$ cat config.mk
export PLATFORM = sky130hd
export DESIGN_NAME = uart_hex_tx
export DESIGN_NICKNAME = d
export VERILOG_FILES = /design/src/rtl/uart_hex_pkg.sv /design/src/rtl/uart_byte_serializer.sv /design/src/rtl/uart_hex_tx.sv
export SDC_FILE = /design/constraint.sdc
export NUM_CORES = 1
export LEC_CHECK = 0
export ABC_AREA = 1
export CORE_MARGIN = 2
export CORE_UTILIZATION = 30
export DETAILED_ROUTE_END_ITERATION = 12
export GPL_ROUTABILITY_DRIVEN = 0
export SYNTH_ARGS = -nofsm -noshare
export SYNTH_HDL_FRONTEND = slang
export SYNTH_SLANG_ARGS = --single-unit
$ cat constraint.sdc
create_clock -name clk -period 4.36 [get_ports clk]
set_clock_uncertainty 0.05 [all_clocks]
set_input_delay 0.872 -clock clk [delete_from_list [all_inputs] [get_ports clk]]
set_output_delay 0.872 -clock clk [all_outputs]
set_load 0.005 [all_outputs]
$ cat src/rtl/uart_hex_pkg.sv
// Shared types, constants and helpers for the UART hex transmitter.
// UART_HEX_CRLF_EN appends CR LF after the two hex characters.
package uart_hex_pkg;

  typedef enum logic [1:0] {
    IDLE  = 2'd0,
    START = 2'd1,
    DATA  = 2'd2,
    STOP  = 2'd3
  } state_t;

  localparam logic [7:0] ASCII_CR = 8'h0D;
  localparam logic [7:0] ASCII_LF = 8'h0A;

`ifdef UART_HEX_CRLF_EN
  localparam int NUM_CHARS = 4;
`else
  localparam int NUM_CHARS = 2;
`endif

  localparam int IDX_W = 2;
  localparam logic [IDX_W-1:0] LAST_IDX = IDX_W'(NUM_CHARS - 1);

  // Upper-case hex digit: '0'..'9' then 'A'..'F' (0x37 + n for n >= 10).
  function automatic logic [7:0] nibble_to_ascii(input logic [3:0] n);
    logic [7:0] n8;
    n8 = {4'h0, n};
    if (n < 4'd10) nibble_to_ascii = 8'h30 + n8;
    else nibble_to_ascii = 8'h37 + n8;
  endfunction

endpackage

$ cat src/rtl/uart_byte_serializer.sv
// 8N1 frame serializer: owns baud counter, bit counter and frame FSM.
// Accepts a new character in the last stop-bit cycle so frames run back-to-back.
module uart_byte_serializer
  import uart_hex_pkg::*;
#(
  parameter int CLKS_PER_BIT = 217
) (
  input  logic       clk,
  input  logic       rst_n,
  input  logic [7:0] char_i,
  input  logic       char_valid,
  output logic       char_ready,
  output logic       frame_done,
  output logic       txd,
  output state_t     state_o
);

  localparam int BAUD_W = (CLKS_PER_BIT > 1) ? $clog2(CLKS_PER_BIT) : 1;
  localparam logic [BAUD_W-1:0] BAUD_LAST = BAUD_W'(CLKS_PER_BIT - 1);

  state_t            state_q, state_d;
  logic [BAUD_W-1:0] baud_q, baud_d;
  logic [2:0]        bit_q, bit_d;
  logic [7:0]        shreg_q, shreg_d;
  logic              txd_q, txd_d;
  logic              baud_last;

  assign baud_last  = (baud_q == BAUD_LAST);
  assign char_ready = (state_q == IDLE) || ((state_q == STOP) && baud_last);
  assign frame_done = (state_q == STOP) && baud_last;
  assign txd        = txd_q;
  assign state_o    = state_q;

  always_ff @(posedge clk) begin
    if (!rst_n) begin
      state_q <= IDLE;
      baud_q  <= '0;
      bit_q   <= '0;
      shreg_q <= '0;
      txd_q   <= 1'b1;
    end else begin
      state_q <= state_d;
      baud_q  <= baud_d;
      bit_q   <= bit_d;
      shreg_q <= shreg_d;
      txd_q   <= txd_d;
    end
  end

  always_comb begin
    state_d = state_q;
    bit_d   = bit_q;
    shreg_d = shreg_q;
    txd_d   = txd_q;
    if (state_q == IDLE || baud_last) baud_d = '0;
    else baud_d = baud_q + 1'b1;

    // txd_d is the level the line takes on the cycle after a bit boundary.
    case (state_q)
      IDLE: begin
        txd_d = 1'b1;
        if (char_valid) begin
          state_d = START;
          shreg_d = char_i;
          txd_d   = 1'b0;
        end
      end
      START: begin
        if (baud_last) begin
          state_d = DATA;
          bit_d   = 3'd0;
          txd_d   = shreg_q[0];
          shreg_d = {1'b0, shreg_q[7:1]};
        end
      end
      DATA: begin
        if (baud_last) begin
          if (bit_q == 3'd7) begin
            state_d = STOP;
            bit_d   = 3'd0;
            txd_d   = 1'b1;
          end else begin
            bit_d   = bit_q + 3'd1;
            txd_d   = shreg_q[0];
            shreg_d = {1'b0, shreg_q[7:1]};
          end
        end
      end
      STOP: begin
        if (baud_last) begin
          if (char_valid) begin
            state_d = START;
            shreg_d = char_i;
            txd_d   = 1'b0;
          end else begin
            state_d = IDLE;
            txd_d   = 1'b1;
          end
        end
      end
      default: begin
        state_d = IDLE;
        txd_d   = 1'b1;
      end
    endcase
  end

endmodule

$ cat src/rtl/uart_hex_tx.sv
// Sends one handshaken byte as two ASCII hex characters over UART 8N1.
// With UART_HEX_CRLF_EN defined, CR LF follows the hex pair.
//
// Handshake: a byte transfers on a rising edge where in_valid && in_ready;
// in_ready is high only when idle and out of reset, and in_valid is ignored otherwise.
module uart_hex_tx
  import uart_hex_pkg::*;
#(
  parameter int CLKS_PER_BIT = 217
) (
  input  logic       clk,
  input  logic       rst_n,
  input  logic       in_valid,
  input  logic [7:0] in_data,
  output logic       in_ready,
  output logic       busy,
  output logic       uart_txd
);

  logic             active_q, active_d;
  logic [7:0]       byte_q, byte_d;
  logic [IDX_W-1:0] idx_q, idx_d;
  logic             hs;
  logic [7:0]       ser_char;
  logic             ser_valid, ser_ready, ser_done;
  state_t           ser_state;

  function automatic logic [7:0] char_at(input logic [7:0] b, input logic [IDX_W-1:0] idx);
    case (idx)
      2'd0:    char_at = nibble_to_ascii(b[7:4]);
      2'd1:    char_at = nibble_to_ascii(b[3:0]);
      2'd2:    char_at = ASCII_CR;
      default: char_at = ASCII_LF;
    endcase
  endfunction

  assign in_ready = rst_n && !active_q && (ser_state == IDLE);
  assign hs       = in_valid && in_ready;
  assign busy     = active_q;

  // First character goes straight from the input so its start bit appears next cycle.
  assign ser_valid = hs || (active_q && (idx_q != LAST_IDX));
  assign ser_char  = hs ? nibble_to_ascii(in_data[7:4]) : char_at(byte_q, idx_q + 2'd1);

  uart_byte_serializer #(
    .CLKS_PER_BIT(CLKS_PER_BIT)
  ) u_ser (
    .clk       (clk),
    .rst_n     (rst_n),
    .char_i    (ser_char),
    .char_valid(ser_valid),
    .char_ready(ser_ready),
    .frame_done(ser_done),
    .txd       (uart_txd),
    .state_o   (ser_state)
  );

  always_ff @(posedge clk) begin
    if (!rst_n) begin
      active_q <= 1'b0;
      byte_q   <= '0;
      idx_q    <= '0;
    end else begin
      active_q <= active_d;
      byte_q   <= byte_d;
      idx_q    <= idx_d;
    end
  end

  always_comb begin
    active_d = active_q;
    byte_d   = byte_q;
    idx_d    = idx_q;
    if (hs) begin
      active_d = 1'b1;
      byte_d   = in_data;
      idx_d    = '0;
    end else if (active_q) begin
      if (ser_valid && ser_ready) idx_d = idx_q + 2'd1;
      else if (ser_done && (idx_q == LAST_IDX)) active_d = 1'b0;
    end
  end

endmodule

==> metrics.json, run 1 <==
{
  "status": {
    "run_status": "finished clean"
  },
  "worst_setup_path": {
    "critical_path.startpoint_type": "primary input",
    "timing.setup.critical_path_class": "in -> out",
    "cp_data_arrival_time_ns": 2.18,
    "critical_path_cell_count": 5,
    "ff2ff_path_depth": 11,
    "critical_path.max_fanout": 16,
    "data_required_time_of_the_worst_path_ns": 3.44,
    "cpLargestDelayFamily": "buffers and inverters",
    "max_stage_delay_ns": 0.49,
    "crit_buf_inv": 4,
    "cp-end-kind": "output port",
    "crit_path_frequent_cell": "sky130_fd_sc_hd__clkdlybuf4s50_1",
    "r2r_slack_ns": 2.30,
    "timing.critical_path.cells": "clkdlybuf4s50_1 -> buf_4 -> nand3_1 -> inv_1 -> clkdlybuf4s50_1",
    "worst_path_max_delay_cell": "sky130_fd_sc_hd__clkdlybuf4s50_1"
  },
  "finish": {
    "layout.cells.most_common": "sky130_fd_sc_hd__nand2_1",
    "postLayoutCellArea_sq_mm": 0.00231,
    "finish.net_count": 344,
    "post_synthesis_to_final_layout_area_growth_pct": 16.6,
    "ff_latch_area_sq_um": 641,
    "antenna_cells_inserted": 0,
    "multiInputGateArea_sq_mm": 0.00113,
    "fin_cells": 395,
    "final_layout_size_suffix_gt1_share_pct": 7.23,
    "filler_cell_count_in_the_final_layout": 691,
    "layout_common_cells": "sky130_fd_sc_hd__nand2_1 (68), sky130_fd_sc_hd__inv_1 (46), sky130_fd_sc_hd__dfxtp_1 (32)"
  },
  "yosys": {
    "synth.top_cell.area_share_pct": 32.3,
    "synth_top_cell_by_area": "sky130_fd_sc_hd__dfxtp_1",
    "postSynthCellCount": 299,
    "synth-warning-count": 0,
    "seq_cells_post_synth": 32,
    "syn-cell-area_sq_mm": 0.00198,
    "yosysSeqAreaShare_pct": 32.3,
    "netlist-cell-type-count": 30,
    "post_synth_net_total": 326,
    "syn_area_per_cell_sq_um": 6.62,
    "synthTopCellsByArea": "sky130_fd_sc_hd__dfxtp_1 (32%), sky130_fd_sc_hd__nand2_1 (13%), sky130_fd_sc_hd__ha_1 (10%)"
  },
  "power_and_ir_drop": {
    "share_of_total_power_in_the_clock_network_pct": 20.5,
    "total_leakage_power_nw": 1.03,
    "power_report.internal_total_uw": 806,
    "power_density_mw_per_mm2": 616,
    "combPwrFrac_pct": 49.8,
    "power.share.switching_pct": 43.3,
    "ir_worst_vdd_mv": 0.393,
    "seq_power_share_pct": 29.6,
    "p_switching_uw": 616
  },
  "clock_tree": {
    "clk_pin_slew_ns": 0.07,
    "cts_made_buffers": 5,
    "cts-htree-levels": 2,
    "holdBufCountCts": 0,
    "cts_num_sinks": 32,
    "clk_root_buffer_cell": "sky130_fd_sc_hd__clkbuf_8",
    "ctsResizeCount": 0,
    "postCtsSetupRepairBufs": 0,
    "tritoncts_clock_tree": "built",
    "ctsLongestPathBuffers": 2,
    "worst_skew_pair.late_latency_ns": 0.30
  },
  "global_routing": {
    "globalRouteOverflowTotal": 0,
    "grt_start_max_net_pins": 22,
    "globalRouteTotalUtil_pct": 12.8,
    "grt_first_pass_wirelength_um": 7580,
    "grt_antenna_before_repair": 0,
    "first_global_vias": 1739
  },
  "floorplan": {
    "starting_utilization_of_the_core_area_pct": 31.2,
    "design.core.area_sq_mm": 0.00635,
    "dieHeight_um": 85.3,
    "floorplan.die.width_um": 85.3,
    "io-pin-count": 14,
    "area_of_the_die_sq_mm": 0.00727,
    "placement_rows": 29
  },
  "timing": {
    "setup_viol": 0,
    "hold_ws_ns": 0.413,
    "timing.final.max_slew_violations": 0,
    "maxSlewHeadroom_pct": 64.5,
    "timing_worst_slew_pin_value_ns": 0.527,
    "max_clock_freq_ghz": 0.323,
    "unrepaired_setup_endpoints_after_global_routing": "no",
    "post-route-period-util_pct": 71.0,
    "min_period_ns": 3.10,
    "final_hold_viol_count": 0,
    "timing.setup.tns_ns": 0
  },
  "drt": {
    "routed-wl-met2_um": 1860,
    "drc_violation_total_after_the_first_tritonroute_iteration": 93,
    "via_per_inst": 4.65,
    "ant_nets": 0,
    "drc": 0,
    "routed_wl_um": 4240,
    "post_drt_wl_per_cell_um": 10.7,
    "drt-met1-wl_um": 2160,
    "met3WireLength_um": 181,
    "detailroute.via_count": 1837,
    "drtPass1Iterations": 4,
    "top_signal_layer_used": "met4"
  },
  "worst_hold_path": {
    "whs_path_depth": 2,
    "hp-class": "reg -> reg"
  },
  "place": {
    "dpl-instance-area_sq_mm": 0.00220,
    "buffer_ports.inserted": 13,
    "post-place-cells": 387,
    "hpwl_um": 3120
  },
  "job": {
    "maxCapViolCount": 0
  }
}
## path summary, 6_finish.rpt
kind,start,end
max,rst_n,in_ready
min reg2reg,u_ser.shreg_q[5],u_ser.shreg_q[5]
min,u_ser.shreg_q[5],u_ser.shreg_q[5]
max reg2reg,u_ser.state_o[0],u_ser.shreg_q[5]
## state kept, by name, indices dropped and copies added, names as in the netlist
name,flops
busy,1
u_ser.txd,1
u_ser.shreg_q,7
u_ser.baud_q,8
idx_q,2
byte_q,8
u_ser.bit_q,3
u_ser.state_o,2
## cell families (layout without fill, tap and decap cells)
| kind of cell | after synthesis | count (layout) | share of synthesized area [%] |
|---|---|---|---|
| AOI/OAI and AO/OA | 65 | 65 | 18.0 |
| adders and majority gates | 16 | 16 | 10.1 |
| buffers and inverters | 53 | 72 | 10.5 |
| DFF | 32 | 32 | 32.3 |
| and+or+nand+nor | 133 | 133 | 29.0 |
## synthesized netlist by cell type
cell type	instances
sky130_fd_sc_hd__nor3_2	1
sky130_fd_sc_hd__nand3_1	19
sky130_fd_sc_hd__inv_2	2
sky130_fd_sc_hd__dfxtp_1	32
sky130_fd_sc_hd__nor3b_1	1
sky130_fd_sc_hd__or2_2	2
sky130_fd_sc_hd__a31oi_1	1
sky130_fd_sc_hd__o22ai_1	2
sky130_fd_sc_hd__nand2_2	2
sky130_fd_sc_hd__a21oi_2	1
sky130_fd_sc_hd__o21bai_1	1
sky130_fd_sc_hd__o21ai_4	1
sky130_fd_sc_hd__clkinv_1	1
sky130_fd_sc_hd__nand3_2	1
sky130_fd_sc_hd__a211oi_1	2
sky130_fd_sc_hd__o21ai_0	25
sky130_fd_sc_hd__nor2_2	3
sky130_fd_sc_hd__inv_1	46
sky130_fd_sc_hd__nand2_1	68
sky130_fd_sc_hd__nor3_1	4
sky130_fd_sc_hd__nand4_1	3
sky130_fd_sc_hd__ha_1	16
sky130_fd_sc_hd__or2_0	1
sky130_fd_sc_hd__buf_6	1
sky130_fd_sc_hd__clkbuf_1	1
sky130_fd_sc_hd__o211a_1	1
sky130_fd_sc_hd__nor2_1	27
sky130_fd_sc_hd__buf_2	2
sky130_fd_sc_hd__or2_1	1
sky130_fd_sc_hd__a21oi_1	31
## tightest hold or removal path, stage by stage, from the launching register on
cell and delay, ns:
sky130_fd_sc_hd__dfxtp_1 0.31, sky130_fd_sc_hd__nand2_1 0.06, sky130_fd_sc_hd__a21oi_1 0.06
## through the flow
step / power (mW) / util [%] / worst slack, ns
2_1_floorplan: 0.995 / - / 2.19
6_report: 1.42 / 36.4 / 1.26
3_5_place_dp: 1.14 / 34.6 / 1.26
5_1_grt: 1.58 / 36.4 / 1.20
3_3_place_gp: 1.13 / 34.6 / 1.26
4_1_cts: 1.44 / 36.4 / 1.25
## layer usage
metal	vias to the layer above	global-route usage (%)
met1	812	17.0
met5	-	0
li1	996	-
met3	5	4.28
met4	0	3.03
met2	24	20.0
## area by class of cell
cell class                      count  share of cell area, %
Tap cell                           77                   4.17
Clock buffer                        5                   2.98
Timing Repair Buffer               15                   6.29
Inverter                           49                   7.97
Sequential cell                    32                   27.8
Clock inverter                      3                   1.84
Multi-Input combinational cell    214                   49.0
## power groups by stage
stage	sequential (mW)	clock, mW	combinational (mW)
3_3_place_gp	0.428	0	0.701
5_1_grt	0.433	0.313	0.834
6_report	0.422	0.292	0.709
4_1_cts	0.422	0.299	0.715
2_1_floorplan	0.417	0	0.579
3_5_place_dp	0.429	0	0.710
Power figures use the tool's default switching activity.
==> run 2, diff against run 1 <==
==> constraint.sdc (replaced) <==
create_clock -name clk -period 2.95 [get_ports clk]
set_clock_uncertainty 0.05 [all_clocks]
set_input_delay 0.59 -clock clk [delete_from_list [all_inputs] [get_ports clk]]
set_output_delay 0.59 -clock clk [all_outputs]
set_load 0.005 [all_outputs]
==> run 2 against run 1 <==
Compared with the run above: global-route usage decreased by 0.58 points; hold slack got worse by 0.0019 ns; routed wire length decreased by 0.54%; register-to-register slack got worse by 1.3 ns; largest power group unchanged; utilization unchanged; clock-buffer cell count unchanged; sequential power increased by 47%; sequential cell count unchanged; non-clock buffer count unchanged; first-iteration DRC count decreased by 19%; clock power increased by 47%.
==> metrics.json, run 2 (synthesized netlist as in run 1, its figures left out) <==
{
  "status": {
    "run_status": "finished clean"
  },
  "worst_setup_path": {
    "setup.worst_path.start": "rst_n",
    "critical_path.startpoint_type": "primary input",
    "critical_path.max_fanout": {"value": 3, "change": "-13"},
    "cp-end-kind": "output port",
    "timing.setup.critical_path_class": "in -> out",
    "data_required_time_of_the_worst_path": {"value": 2.31, "unit": "ns", "change": "-1.13 ns"},
    "rr_startpoint": "u_ser.state_o[0]",
    "cp_data_arrival_time": {"value": 1.80, "unit": "ns", "change": "-0.38 ns"}
  },
  "timing": {
    "setup_viol": {"value": 0, "change": "unchanged"},
    "worst_slack": {"value": 0.507, "unit": "ns", "change": "-0.756 ns"},
    "unrepaired_setup_endpoints_after_global_routing": "no",
    "post-route-period-util_pct": 82.8,
    "timing.setup.tns": {"value": 0, "unit": "ns", "change": "unchanged"},
    "min_period_ns": 2.44,
    "max_clock_freq_ghz": 0.409,
    "timing_worst_slew_pin_value": {"value": 0.545, "unit": "ns", "change": "+0.0173 ns"},
    "timing.final.max_slew_violations": {"value": 0, "change": "unchanged"},
    "hold_ws": {"value": 0.411, "unit": "ns", "change": "-0.00193 ns"},
    "maxSlewHeadroom": {"value": 63.3, "unit": "%", "change": "-1.2 points"},
    "final_hold_viol_count": {"value": 0, "change": "unchanged"}
  },
  "clock_tree": {
    "worst_skew_pair.late_latency": {"value": 0.30, "unit": "ns", "change": "about the same"},
    "clk_pin_slew": {"value": 0.07, "unit": "ns", "change": "about the same"},
    "holdBufCountCts": {"value": 0, "change": "unchanged"},
    "clk_root_buffer_cell": "sky130_fd_sc_hd__clkbuf_8",
    "cts_made_buffers": {"value": 5, "change": "unchanged"},
    "cts_num_sinks": {"value": 32, "change": "unchanged"},
    "ctsLongestPathBuffers": {"value": 2, "change": "unchanged"},
    "postCtsSetupRepairBufs": {"value": 0, "change": "unchanged"},
    "ctsResizeCount": {"value": 0, "change": "unchanged"},
    "cts-htree-levels": {"value": 2, "change": "unchanged"},
    "tritoncts_clock_tree": "built"
  },
  "global_routing": {
    "met3_usage": {"value": 3.21, "unit": "%", "change": "-1.1 points"},
    "first_global_vias": {"value": 1707, "change": "-1.8%"},
    "grt_start_max_net_pins": {"value": 21, "change": "-4.5%"},
    "grt_first_pass_wirelength": {"value": 7330, "unit": "um", "change": "-3.3%"},
    "grt_antenna_before_repair": {"value": 0, "change": "unchanged"},
    "gr-usage-met2": {"value": 19.9, "unit": "%", "change": "-0.14 points"},
    "globalRouteTotalUtil": {"value": 12.2, "unit": "%", "change": "-0.58 points"},
    "globalRouteOverflowTotal": {"value": 0, "change": "unchanged"},
    "grtUsageMet1": {"value": 15.8, "unit": "%", "change": "-1.1 points"},
    "globalRoute.busiestLayer": "met2"
  },
  "power_and_ir_drop": {
    "ir_worst_vdd": {"value": 0.472, "unit": "mV", "change": "+20%"},
    "power_density": {"value": 907, "unit": "mW/mm^2", "change": "+47%"},
    "total_power": {"value": 2.09, "unit": "mW", "change": "+47%"},
    "total_leakage_power": {"value": 1.03, "unit": "nW", "change": "unchanged"}
  },
  "place": {
    "buffer_ports.inserted": {"value": 13, "change": "unchanged"},
    "dpl-instance-area": {"value": 0.00220, "unit": "sq mm", "change": "unchanged"},
    "place_ws": {"value": 0.508, "unit": "ns", "change": "-0.756 ns"},
    "hpwl": {"value": 3140, "unit": "um", "change": "+0.62%"},
    "post-place-cells": {"value": 387, "change": "unchanged"}
  },
  "finish": {
    "layout.cells.most_common": "sky130_fd_sc_hd__nand2_1",
    "postLayoutCellArea": {"value": 0.00231, "unit": "sq mm", "change": "unchanged"},
    "ff_latch_area": {"value": 641, "unit": "sq um", "change": "unchanged"},
    "biggestRegsByFlops": "byte_q x8, u_ser.baud_q x8, u_ser.shreg_q x7",
    "finish.net_count": {"value": 344, "change": "unchanged"},
    "fin_cells": {"value": 395, "change": "unchanged"},
    "post_synthesis_to_final_layout_area_growth": {"value": 16.6, "unit": "%", "change": "unchanged"},
    "multiInputGateArea": {"value": 0.00113, "unit": "sq mm", "change": "unchanged"},
    "filler_cell_count_in_the_final_layout": {"value": 664, "change": "-3.9%"},
    "final_layout_size_suffix_gt1_share": {"value": 7.23, "unit": "%", "change": "unchanged"},
    "finalCoreUtilization": {"value": 36.4, "unit": "%", "change": "unchanged"},
    "layout_common_cells": "sky130_fd_sc_hd__nand2_1 (68), sky130_fd_sc_hd__inv_1 (46), sky130_fd_sc_hd__dfxtp_1 (32)",
    "antenna_cells_inserted": {"value": 0, "change": "unchanged"}
  },
  "drt": {
    "post_drt_wl_per_cell": {"value": 10.7, "unit": "um", "change": "-0.54%"},
    "drtPass1Iterations": {"value": 4, "change": "unchanged"},
    "drc": {"value": 0, "change": "unchanged"},
    "drc_violation_total_after_the_first_tritonroute_iteration": {"value": 75, "change": "-19%"},
    "detailroute.via_count": {"value": 1848, "change": "+0.60%"},
    "routed_wl": {"value": 4210, "unit": "um", "change": "-0.54%"},
    "ant_nets": {"value": 0, "change": "unchanged"},
    "via_per_inst": {"value": 4.68, "change": "+0.60%"}
  },
  "floorplan": {
    "design.core.area": {"value": 0.00635, "unit": "sq mm", "change": "unchanged"},
    "io-pin-count": {"value": 14, "change": "unchanged"},
    "floorplan.die.width": {"value": 85.3, "unit": "um", "change": "unchanged"},
    "starting_utilization_of_the_core_area": {"value": 31.2, "unit": "%", "change": "unchanged"},
    "placement_rows": {"value": 29, "change": "unchanged"},
    "area_of_the_die": {"value": 0.00727, "unit": "sq mm", "change": "unchanged"},
    "dieHeight": {"value": 85.3, "unit": "um", "change": "unchanged"}
  },
  "job": {
    "maxCapViolCount": {"value": 0, "change": "unchanged"}
  },
  "worst_hold_path": {
    "hp-class": "reg -> reg",
    "hold_path.startpoint": "u_ser.shreg_q[5]"
  }
}
==> run 2: metal layers <==
metal | up-vias | routed length [um]
met1 | 832 | 2220
met5 | - | 0
met3 | 6 | 133
met2 | 13 | 1800
li1 | 997 | -
met4 | 0 | 61
==> run 2: worst max-delay path: stages <==
cell and delay [ns]:
sky130_fd_sc_hd__clkdlybuf4s50_1 0.52, sky130_fd_sc_hd__nand3_1 0.13, sky130_fd_sc_hd__inv_1 0.07, sky130_fd_sc_hd__clkdlybuf4s50_1 0.49
==> run 2: cell type report <==
type	instances	share of cell area [%]
Tap cell	77	4.17
Clock inverter	3	1.84
Multi-Input combinational cell	214	49.0
Clock buffer	5	2.98
Inverter	49	7.97
Timing Repair Buffer	15	6.29
Sequential cell	32	27.8
==> run 2: path summary, 6_finish.rpt <==
path	endpoint	cells past startpoint	slack, ns
setup / recovery	in_ready	4	0.51
hold / removal	u_ser.shreg_q[5]	2	0.41
setup reg to reg	u_ser.shreg_q[5]	8	0.98
hold reg to reg	u_ser.shreg_q[5]	2	0.41
==> run 2: report_power, final <==
group          leakage, nW  internal (mW)  switching (mW)
sequential           0.262          0.548          0.0745
clock               0.0541          0.250           0.180
combinational        0.712          0.392           0.649
total                 1.03           1.19           0.903
